## src/rtl/soc_bus_pkg.sv

```systemverilog
// Shared definitions for the SoC valid-ready memory bus: router state
// encoding, slave address map and the default error read data.
package soc_bus_pkg;

  // Router FSM states
  typedef enum logic [1:0] {
    ST_IDLE = 2'd0,
    ST_RAM  = 2'd1,
    ST_IO   = 2'd2,
    ST_RESP = 2'd3
  } state_e;

  // Address decode result
  typedef enum logic [1:0] {
    DEC_RAM      = 2'd0,
    DEC_IO       = 2'd1,
    DEC_UNMAPPED = 2'd2
  } dec_e;

  localparam logic [31:0] RAM_BASE          = 32'h0000_0000;
  localparam logic [31:0] IO_BASE           = 32'h8000_0000;
  localparam logic [31:0] ERR_RDATA_DEFAULT = 32'hDEAD_BEEF;

  // IO owns the upper half of the map; RAM is a 2^ram_bits window at RAM_BASE.
  function automatic dec_e decode_addr(input logic [31:0] addr, input int unsigned ram_bits);
    dec_e dec;
    if ((addr & IO_BASE) == IO_BASE) begin
      dec = DEC_IO;
    end else if (((addr - RAM_BASE) >> ram_bits) == 32'd0) begin
      dec = DEC_RAM;
    end else begin
      dec = DEC_UNMAPPED;
    end
    return dec;
  endfunction

endpackage

```

## src/rtl/bus_timeout_counter.sv

```systemverilog
// Slave-stall watchdog. load_i starts a new wait (the load cycle's successor is
// wait cycle 1); en_i advances one cycle per clock. expired_o is registered and
// is high during the TIMEOUT_CYCLES-th wait cycle.
// Ports: clk, rst_n (sync, active-low), load_i, en_i, expired_o.
module bus_timeout_counter #(
  parameter int unsigned TIMEOUT_CYCLES = 255
) (
  input  logic clk,
  input  logic rst_n,
  input  logic load_i,
  input  logic en_i,
  output logic expired_o
);

  localparam int unsigned CNT_W  = $clog2(TIMEOUT_CYCLES + 1);
  localparam int unsigned CNT_W1 = CNT_W + 1;

  logic [CNT_W-1:0] cnt_q, cnt_d;
  logic             expired_q, expired_d;

  // cnt_q holds the index of the current wait cycle, starting at 1
  always_comb begin
    cnt_d     = cnt_q;
    expired_d = expired_q;
    if (load_i) begin
      cnt_d     = CNT_W'(1);
      expired_d = (TIMEOUT_CYCLES == 32'd1);
    end else if (en_i) begin
      cnt_d     = cnt_q + CNT_W'(1);
      expired_d = (({1'b0, cnt_q} + CNT_W1'(1)) == CNT_W1'(TIMEOUT_CYCLES));
    end
  end

  always_ff @(posedge clk) begin
    if (!rst_n) begin
      cnt_q     <= '0;
      expired_q <= 1'b0;
    end else begin
      cnt_q     <= cnt_d;
      expired_q <= expired_d;
    end
  end

  assign expired_o = expired_q;

endmodule

```

## src/rtl/mem_bus_router.sv

```systemverilog
// Single-master to two-slave router (RAM / IO) for the valid-ready memory bus.
// Registers each CPU request, steers it by address, returns a registered
// response; unmapped or stalled accesses get ERR_RDATA and set sticky bus_err.
// Ports: clk, rst_n (sync, active-low); CPU side m_valid/m_ready/m_addr/
// m_wdata/m_wstrb/m_rdata; RAM and IO request/response channels; bus_err.
module mem_bus_router
  import soc_bus_pkg::*;
#(
  parameter int unsigned RAM_ADDR_BITS  = 17,
  parameter int unsigned TIMEOUT_CYCLES = 255,
  parameter logic [31:0] ERR_RDATA      = ERR_RDATA_DEFAULT
) (
  input  logic        clk,
  input  logic        rst_n,
  input  logic        m_valid,
  output logic        m_ready,
  input  logic [31:0] m_addr,
  input  logic [31:0] m_wdata,
  input  logic [3:0]  m_wstrb,
  output logic [31:0] m_rdata,
  output logic        ram_valid,
  output logic [31:0] ram_addr,
  output logic [31:0] ram_wdata,
  output logic [3:0]  ram_wstrb,
  input  logic        ram_ready,
  input  logic [31:0] ram_rdata,
  output logic        io_valid,
  output logic [31:0] io_addr,
  output logic [31:0] io_wdata,
  output logic [3:0]  io_wstrb,
  input  logic        io_ready,
  input  logic [31:0] io_rdata,
  output logic        bus_err
);

  state_e      state_q, state_d;
  logic [31:0] addr_q, addr_d;
  logic [31:0] wdata_q, wdata_d;
  logic [3:0]  wstrb_q, wstrb_d;
  logic [31:0] rdata_q, rdata_d;
  logic        m_ready_q, m_ready_d;
  logic        ram_valid_q, ram_valid_d;
  logic        io_valid_q, io_valid_d;
  logic        bus_err_q, bus_err_d;
  logic        tmo_load_c, tmo_en_c, tmo_expired;

  bus_timeout_counter #(
    .TIMEOUT_CYCLES(TIMEOUT_CYCLES)
  ) u_timeout (
    .clk      (clk),
    .rst_n    (rst_n),
    .load_i   (tmo_load_c),
    .en_i     (tmo_en_c),
    .expired_o(tmo_expired)
  );

  // Next state; registered outputs are computed from the next state so they
  // line up with the state they belong to.
  always_comb begin
    state_d     = state_q;
    addr_d      = addr_q;
    wdata_d     = wdata_q;
    wstrb_d     = wstrb_q;
    rdata_d     = rdata_q;
    bus_err_d   = bus_err_q;
    m_ready_d   = 1'b0;
    ram_valid_d = 1'b0;
    io_valid_d  = 1'b0;
    tmo_load_c  = 1'b0;
    tmo_en_c    = 1'b0;
    case (state_q)
      ST_IDLE: begin
        if (m_valid && !m_ready_q) begin
          addr_d  = m_addr;
          wdata_d = m_wdata;
          wstrb_d = m_wstrb;
          case (decode_addr(m_addr, RAM_ADDR_BITS))
            DEC_RAM: begin
              state_d     = ST_RAM;
              ram_valid_d = 1'b1;
              tmo_load_c  = 1'b1;
            end
            DEC_IO: begin
              state_d    = ST_IO;
              io_valid_d = 1'b1;
              tmo_load_c = 1'b1;
            end
            default: begin
              state_d   = ST_RESP;
              rdata_d   = ERR_RDATA;
              bus_err_d = 1'b1;
              m_ready_d = 1'b1;
            end
          endcase
        end
      end
      ST_RAM: begin
        tmo_en_c = 1'b1;
        // A ready in the expiry cycle still wins over the timeout
        if (ram_ready) begin
          state_d   = ST_RESP;
          rdata_d   = ram_rdata;
          m_ready_d = 1'b1;
        end else if (tmo_expired) begin
          state_d   = ST_RESP;
          rdata_d   = ERR_RDATA;
          bus_err_d = 1'b1;
          m_ready_d = 1'b1;
        end else begin
          ram_valid_d = 1'b1;
        end
      end
      ST_IO: begin
        tmo_en_c = 1'b1;
        if (io_ready) begin
          state_d   = ST_RESP;
          rdata_d   = io_rdata;
          m_ready_d = 1'b1;
        end else if (tmo_expired) begin
          state_d   = ST_RESP;
          rdata_d   = ERR_RDATA;
          bus_err_d = 1'b1;
          m_ready_d = 1'b1;
        end else begin
          io_valid_d = 1'b1;
        end
      end
      ST_RESP: begin
        state_d = ST_IDLE;
      end
      default: begin
        state_d = ST_IDLE;
      end
    endcase
  end

  always_ff @(posedge clk) begin
    if (!rst_n) begin
      state_q     <= ST_IDLE;
      addr_q      <= '0;
      wdata_q     <= '0;
      wstrb_q     <= '0;
      rdata_q     <= '0;
      m_ready_q   <= 1'b0;
      ram_valid_q <= 1'b0;
      io_valid_q  <= 1'b0;
      bus_err_q   <= 1'b0;
    end else begin
      state_q     <= state_d;
      addr_q      <= addr_d;
      wdata_q     <= wdata_d;
      wstrb_q     <= wstrb_d;
      rdata_q     <= rdata_d;
      m_ready_q   <= m_ready_d;
      ram_valid_q <= ram_valid_d;
      io_valid_q  <= io_valid_d;
      bus_err_q   <= bus_err_d;
    end
  end

  // Both slaves see the latched request; only valid selects the target
  assign m_ready   = m_ready_q;
  assign m_rdata   = rdata_q;
  assign ram_valid = ram_valid_q;
  assign ram_addr  = addr_q;
  assign ram_wdata = wdata_q;
  assign ram_wstrb = wstrb_q;
  assign io_valid  = io_valid_q;
  assign io_addr   = addr_q;
  assign io_wdata  = wdata_q;
  assign io_wstrb  = wstrb_q;
  assign bus_err   = bus_err_q;

endmodule
```

## config.mk

```make
export PLATFORM = sky130hd
export DESIGN_NAME = mem_bus_router
export DESIGN_NICKNAME = d
export VERILOG_FILES = /design/src/rtl/soc_bus_pkg.sv /design/src/rtl/bus_timeout_counter.sv /design/src/rtl/mem_bus_router.sv
export SDC_FILE = /design/constraint.sdc
export NUM_CORES = 1
export LEC_CHECK = 0
export BUFFER_PORTS_ARGS = -buffer_cell sky130_fd_sc_hd__buf_2
export CAP_MARGIN = 0
export CORE_ASPECT_RATIO = 0.6
export CORE_MARGIN = 2
export CORE_UTILIZATION = 30
export CTS_CLUSTER_DIAMETER = 50
export DETAILED_ROUTE_END_ITERATION = 16
export GPL_TIMING_DRIVEN = 1
export PLACE_DENSITY_LB_ADDON = 0.2
export REMOVE_ABC_BUFFERS = 1
export SLEW_MARGIN = 20
export SYNTH_ARGS = -nofsm -noshare
export SYNTH_HDL_FRONTEND = slang
export SYNTH_SLANG_ARGS = --single-unit
```

## constraint.sdc

```tcl
create_clock -name clk -period 2.3 [get_ports clk]
set_input_delay 0.23 -clock clk [delete_from_list [all_inputs] [get_ports clk]]
set_output_delay 0.23 -clock clk [all_outputs]
set_load 0.05 [all_outputs]
```

* After elaboration in Yosys (flattened, before gate mapping) *
Cells that the tools add are included.

storage, ports and cells
  output and inout bits = 172
  bits of input ports = 137
  word-level logic and storage cells = 80
  bits in registers = 115

cells by class
  reduce and logical (&&, ||, !) cells = 13
  multiplexer cells = 43
  add/subtract/negate cells = 2
  bitwise logic cells = 1
  equality and inequality tests = 9

operator list
  kind                 count
  $mux 32              5
  $pmux 32 s3          1
  $logic_not 32->1     1
  $mux 1               23
  $mux 2               8
  $add 8x1->9 const B  1
  $eq 9x8->1 const B   1
  $add 8x1->8 const B  1
  $ne 2x2->1 const B   4
  $pmux 2 s4           1
  $pmux 1 s3           2
  $reduce_or 2->1      3
  $reduce_and 5->1     1
  $eq 2x1->1 const B   2
  $eq 2x2->1 const B   2
  $logic_not 2->1      2
  $pmux 1 s2           2
  $pmux 2 s2           1
  $reduce_and 3->1     1
  $reduce_bool 3->1    1
  $reduce_and 2->1     1
  $reduce_bool 2->1    1
  $logic_and 1x1->1    1
  $logic_not 1->1      1
  $not 1->1            1

* Logic depth before layout (Yosys ltp) *
  depth in word-level cells = 11
  gate-level depth with buffers = 9
  gate-level depth less buffers = 6

* Hierarchy *
Synthesis repeated with hierarchy kept, for this count alone.

second synthesis, totals
  cell total of the unflattened synthesis = 686
  area, all modules = 5813.1 um2

modules (own cells, without submodules)
  module               times used  cells an instance  area each (um2)
  mem_bus_router       1           631                5333.9
  bus_timeout_counter  1           55                 479.2

* Least setup slack after synthesis *
Ideal clock, no wire load.

  path type = register -> register
  from = register state_q[0]
  to = register rdata_q[1], in the netlist m_rdata[1]
  slack = 0.358 ns
  library setup time = 0.119 ns
  arrival = 1.824 ns
  cell stages (with the launch flop) = 10
  buffers on the path = 3
  clock period less this slack = 1.942 ns
  path through = dfxtp_1 -> inv_1 -> ha_1 -> buf_4 -> nor4b_2 -> nand4_2 -> and2_1 -> buf_6 -> buf_6 -> o221a_1

between the ends
  word-level cells in the longest chain between the ends = 3
  elaborated cells on any way between the ends = 8
  classes of those cells = eq/ne: 4; mux: 1; reduce/logical: 3

ends and longest elaborated chain
  element                                                           RTL line               text
  from (decl)                                                       mem_bus_router.sv:36   state_e state_q, state_d;
  from (signal assigned)                                            mem_bus_router.sv:149  state_q <= state_d;
  $eq 2x2->1 (tied with other cells)                                mem_bus_router.sv:71   case (state_q)
  $reduce_bool 3->1 (no line) / $ne 2x2->1 (equally long branches)  --
  $reduce_and 3->1 (no line)                                        --
  to (signal assigned)                                              mem_bus_router.sv:153  rdata_q <= rdata_d;
  to (decl)                                                         mem_bus_router.sv:40   logic [31:0] rdata_q, rdata_d;

Parallel ways exist; a longest one is shown, timed or not.
A chain may end at the register's enable or synchronous reset.

* Final worst setup path *
  from = register state_q[0]
  to = register rdata_q[21], in the netlist m_rdata[21]

The elaborated chain is that of the path after synthesis.

==> impl_metrics.csv <==
group,metric,value,unit
synthesis,yosys_most_used_dff,"dfxtp_1",
synthesis,synth_edf_count,0,
sta,clock.fmax,500,MHz
sta,slew_viol_final,0,
clocking,cts_setup_buffers,0,
global_route,grt_max_degree,70,
pwr,cellLeakagePower,3.68,nW
worst_hold_path,hold_end,"io_wdata[7]",
routing,drt-total-wl,18.3,mm
pwr,peakVddDrop,564,uV
worst_hold_path,hp-class,"input port to flop",
sta,worst_slack,301,ps
cells_and_area,final_common_cell,"buf_2",
place,dp_hpwl,13.2,mm
cells_and_area,final_cell_mix,"buf_2 (308), nand2_1 (140), dfxtp_1 (115), a21oi_1 (73), or3_1 (31)",
clocking,clk_path_buf_depth,2,
synthesis,syn_avg_cell_area,8.30,um^2
routing,wl_met1,9.18,mm
setup_path,cp-end-kind,"flop",
synthesis,synthDistinctLibCells,49,
setup_path,crit_start,"state_q[0]",
setup_path,r2r_start,"state_q[0]",
place,gp_congestion,0.756,
floorplan,ios,309,
pwr,pwr-share-seq,0.254,
routing,via_per_inst,4.92,
sta,rsz0062_at_grt,"no",
floorplan,die_x,183,um
global_route,grt_pass1_vias,5012,
routing,dr.first_iter.drc_count,375,
synthesis,synthArstFlopShare,0,
sta,post-route-period-util,0.869,
setup_path,critPathLaunchType,"flop",
cells_and_area,diodes,0,
routing,vias,5795,
flow_run,maxCapViolations,0,
clocking,cts_resized,0,
sta,hold_violations,0,
global_route,grt-ovfl-total,0,
global_route,antenna_found_initial,0,
routing,met3_length,987,um
pwr,powerDensity,1520,mW/mm^2
sta,setup_viol,0,
sta,worst_pin_slew,746,ps
synthesis,synth_top_family_by_area,"compound AO/OA/AOI/OAI gates",
place,dpl.cell_count,1147,
pwr,switching_share,0.502,
clocking,cts-root-buf,"clkbuf_16",
synthesis,yosys.area_share.simple,0.195,
place,io_buffers,308,
cells_and_area,final_nets,1064,
routing,highest_layer,"met4",
floorplan,core_area,0.0189,mm^2
setup_path,r2r_cells,7,
setup_path,cp.arrival,2290,ps
synthesis,synthCells,695,
global_route,grt_pass1_wl,27.8,mm
cells_and_area,final_cells,1179,
clocking,cts_tree,"yes",
routing,drc,0,
setup_path,r2r-end,"m_rdata[21]",
setup_path,crit_type,"flop to flop",
clocking,cts_sinks,115,
routing,final_antenna_net_count,0,
setup_path,r2r_slack,300,ps
synthesis,synthAdderAreaFrac,0.0152,
floorplan,fp.dieArea,0.0204,mm^2
sta,clock_skew,12.7,ps
worst_hold_path,min_from,"m_wdata[7]",
floorplan,start_util,0.305,
global_route,gr-usage-all-layers,0.171,
cells_and_area,area_growth,32.5,%
clocking,clk_latency,410,ps
place,dp_slack,307,ps
cells_and_area,drive_gt1_frac,0.404,
sta,max-slew-margin-rel,0.501,
setup_path,worst-path-max-fanout,23,
pwr,clockPowerShare,0.225,
outcome,status,"finished clean",
synthesis,yosysSeqAreaShare,0.399,
routing,wl_met2,8.04,mm
routing,wl_per_cell,15.6,um
synthesis,ys_ff_latch,115,
worst_hold_path,holdPathStages,3,
sta,fin_crit,2000,ps
pwr,internal_power,0.00579,W
setup_path,worstPathRequired,2590,ps
clocking,cts.clk_slew.worst_paths,60,ps
clocking,htree_levels,4,
pwr,combPwrFrac,0.521,
synthesis,synth_mux_area_frac,0,
synthesis,synth_warnings,0,
synthesis,syn-cell-area,0.00577,mm^2
floorplan,die-height,111,um
clocking,numCtsBuffers,17,
synthesis,synth_compound_area_frac,0.239,
routing,firstDrtPassIters,5,
floorplan,std_cell_rows,39,
clocking,cts-hold-fix-buffers,0,
pwr,p_sw,0.00583,W
cells_and_area,utilization,0.404,
synthesis,synth-xor-area-share,0.0121,
-- flip-flops by register name, summed over array words and instances, names as in the netlist --
name and count:
io_addr 32, io_wdata 32, m_rdata 32, u_timeout.cnt_q 8
io_wstrb 4, state_q 2, bus_err 1, io_valid 1
m_ready 1, ram_valid 1, u_timeout.expired_o 1
-- cells by family (layout without fill, tap and decap cells) --
family	after synthesis	count (layout)
AOI/OAI and AO/OA	189	189
xor gates and xnor gates	8	8
adders and majority gates	7	7
buffers and inverters	137	375
DFF	115	115
and+or+nand+nor	239	239
-- cells in the mapped netlist, drive strengths merged (5+ instances only) --
| cell | instances | area share |
|---|---|---|
| or3 | 31 | 0.034 |
| inv | 10 | 0.0065 |
| a31oi | 11 | 0.012 |
| o211a | 15 | 0.026 |
| a221o | 9 | 0.016 |
| nor2 | 24 | 0.016 |
| ha | 7 | 0.015 |
| nand2 | 141 | 0.092 |
| buf | 90 | 0.11 |
| nand4 | 20 | 0.023 |
| a211oi | 11 | 0.014 |
| dfxtp | 115 | 0.40 |
| clkbuf | 37 | 0.024 |
| a22oi | 18 | 0.023 |
| o211ai | 16 | 0.021 |
| o221a | 15 | 0.029 |
| nand3 | 5 | 0.0043 |
| a21oi | 74 | 0.066 |
| a32o | 8 | 0.014 |
-- metrics by stage --
stage               hold WS [ps]  TNS, ps  total power (W)  area (um^2)
floorplan                    348   -10480          0.00727         5000
global placement             454        0          0.00904         7060
detailed placement           459        0          0.00906         7060
CTS                         32.4        0           0.0117         7650
global route                32.1        0           0.0122         7650
finish                      53.3        0           0.0116         7650
-- critical path, cell delays in order, from the launching register on --
cell     delay, ps
dfxtp_1        350
inv_1          120
ha_1           180
nor4b_2        230
nand4_2        260
and2_1         250
buf_4          220
o221a_1        270
-- how the worst max path moves through the flow --
stage / endpoint / slack [ps] / cells after the start
after detailed placement: m_rdata[1] / 310 / 7
after global routing: m_rdata[14] / 170 / 5
final: m_rdata[21] / 300 / 7
after global placement: m_rdata[11] / 340 / 6
after floorplan: u_timeout.cnt_q[1] / -460 / 6
after CTS: m_rdata[21] / 290 / 7
-- per-layer routing --
layer  track usage  vias to the layer above
li1              -                     2869
met1         0.251                     2723
met2         0.252                      191
met3        0.0353                       12
met4        0.0491                        0
met5             0                        -
-- area by class of cell --
cell class,count,area (um^2)
Multi-Input combinational cell,443,2660
Timing Repair Buffer,333,1750
Sequential cell,115,2300
Fill cell,1950,11300
Tap cell,246,308
Clock inverter,14,156
Clock buffer,18,429
Inverter,10,37.5
-- power groups by stage --
stage | Clock, W | Combinational [W] | Sequential, W
CTS | 0.00269 | 0.00608 | 0.00295
global placement | 0 | 0.00606 | 0.00299
floorplan | 0 | 0.00192 | 0.00535
global route | 0.00279 | 0.00643 | 0.00302
detailed placement | 0 | 0.00608 | 0.00298
finish | 0.00261 | 0.00606 | 0.00295
Power figures use the tool's default switching activity.
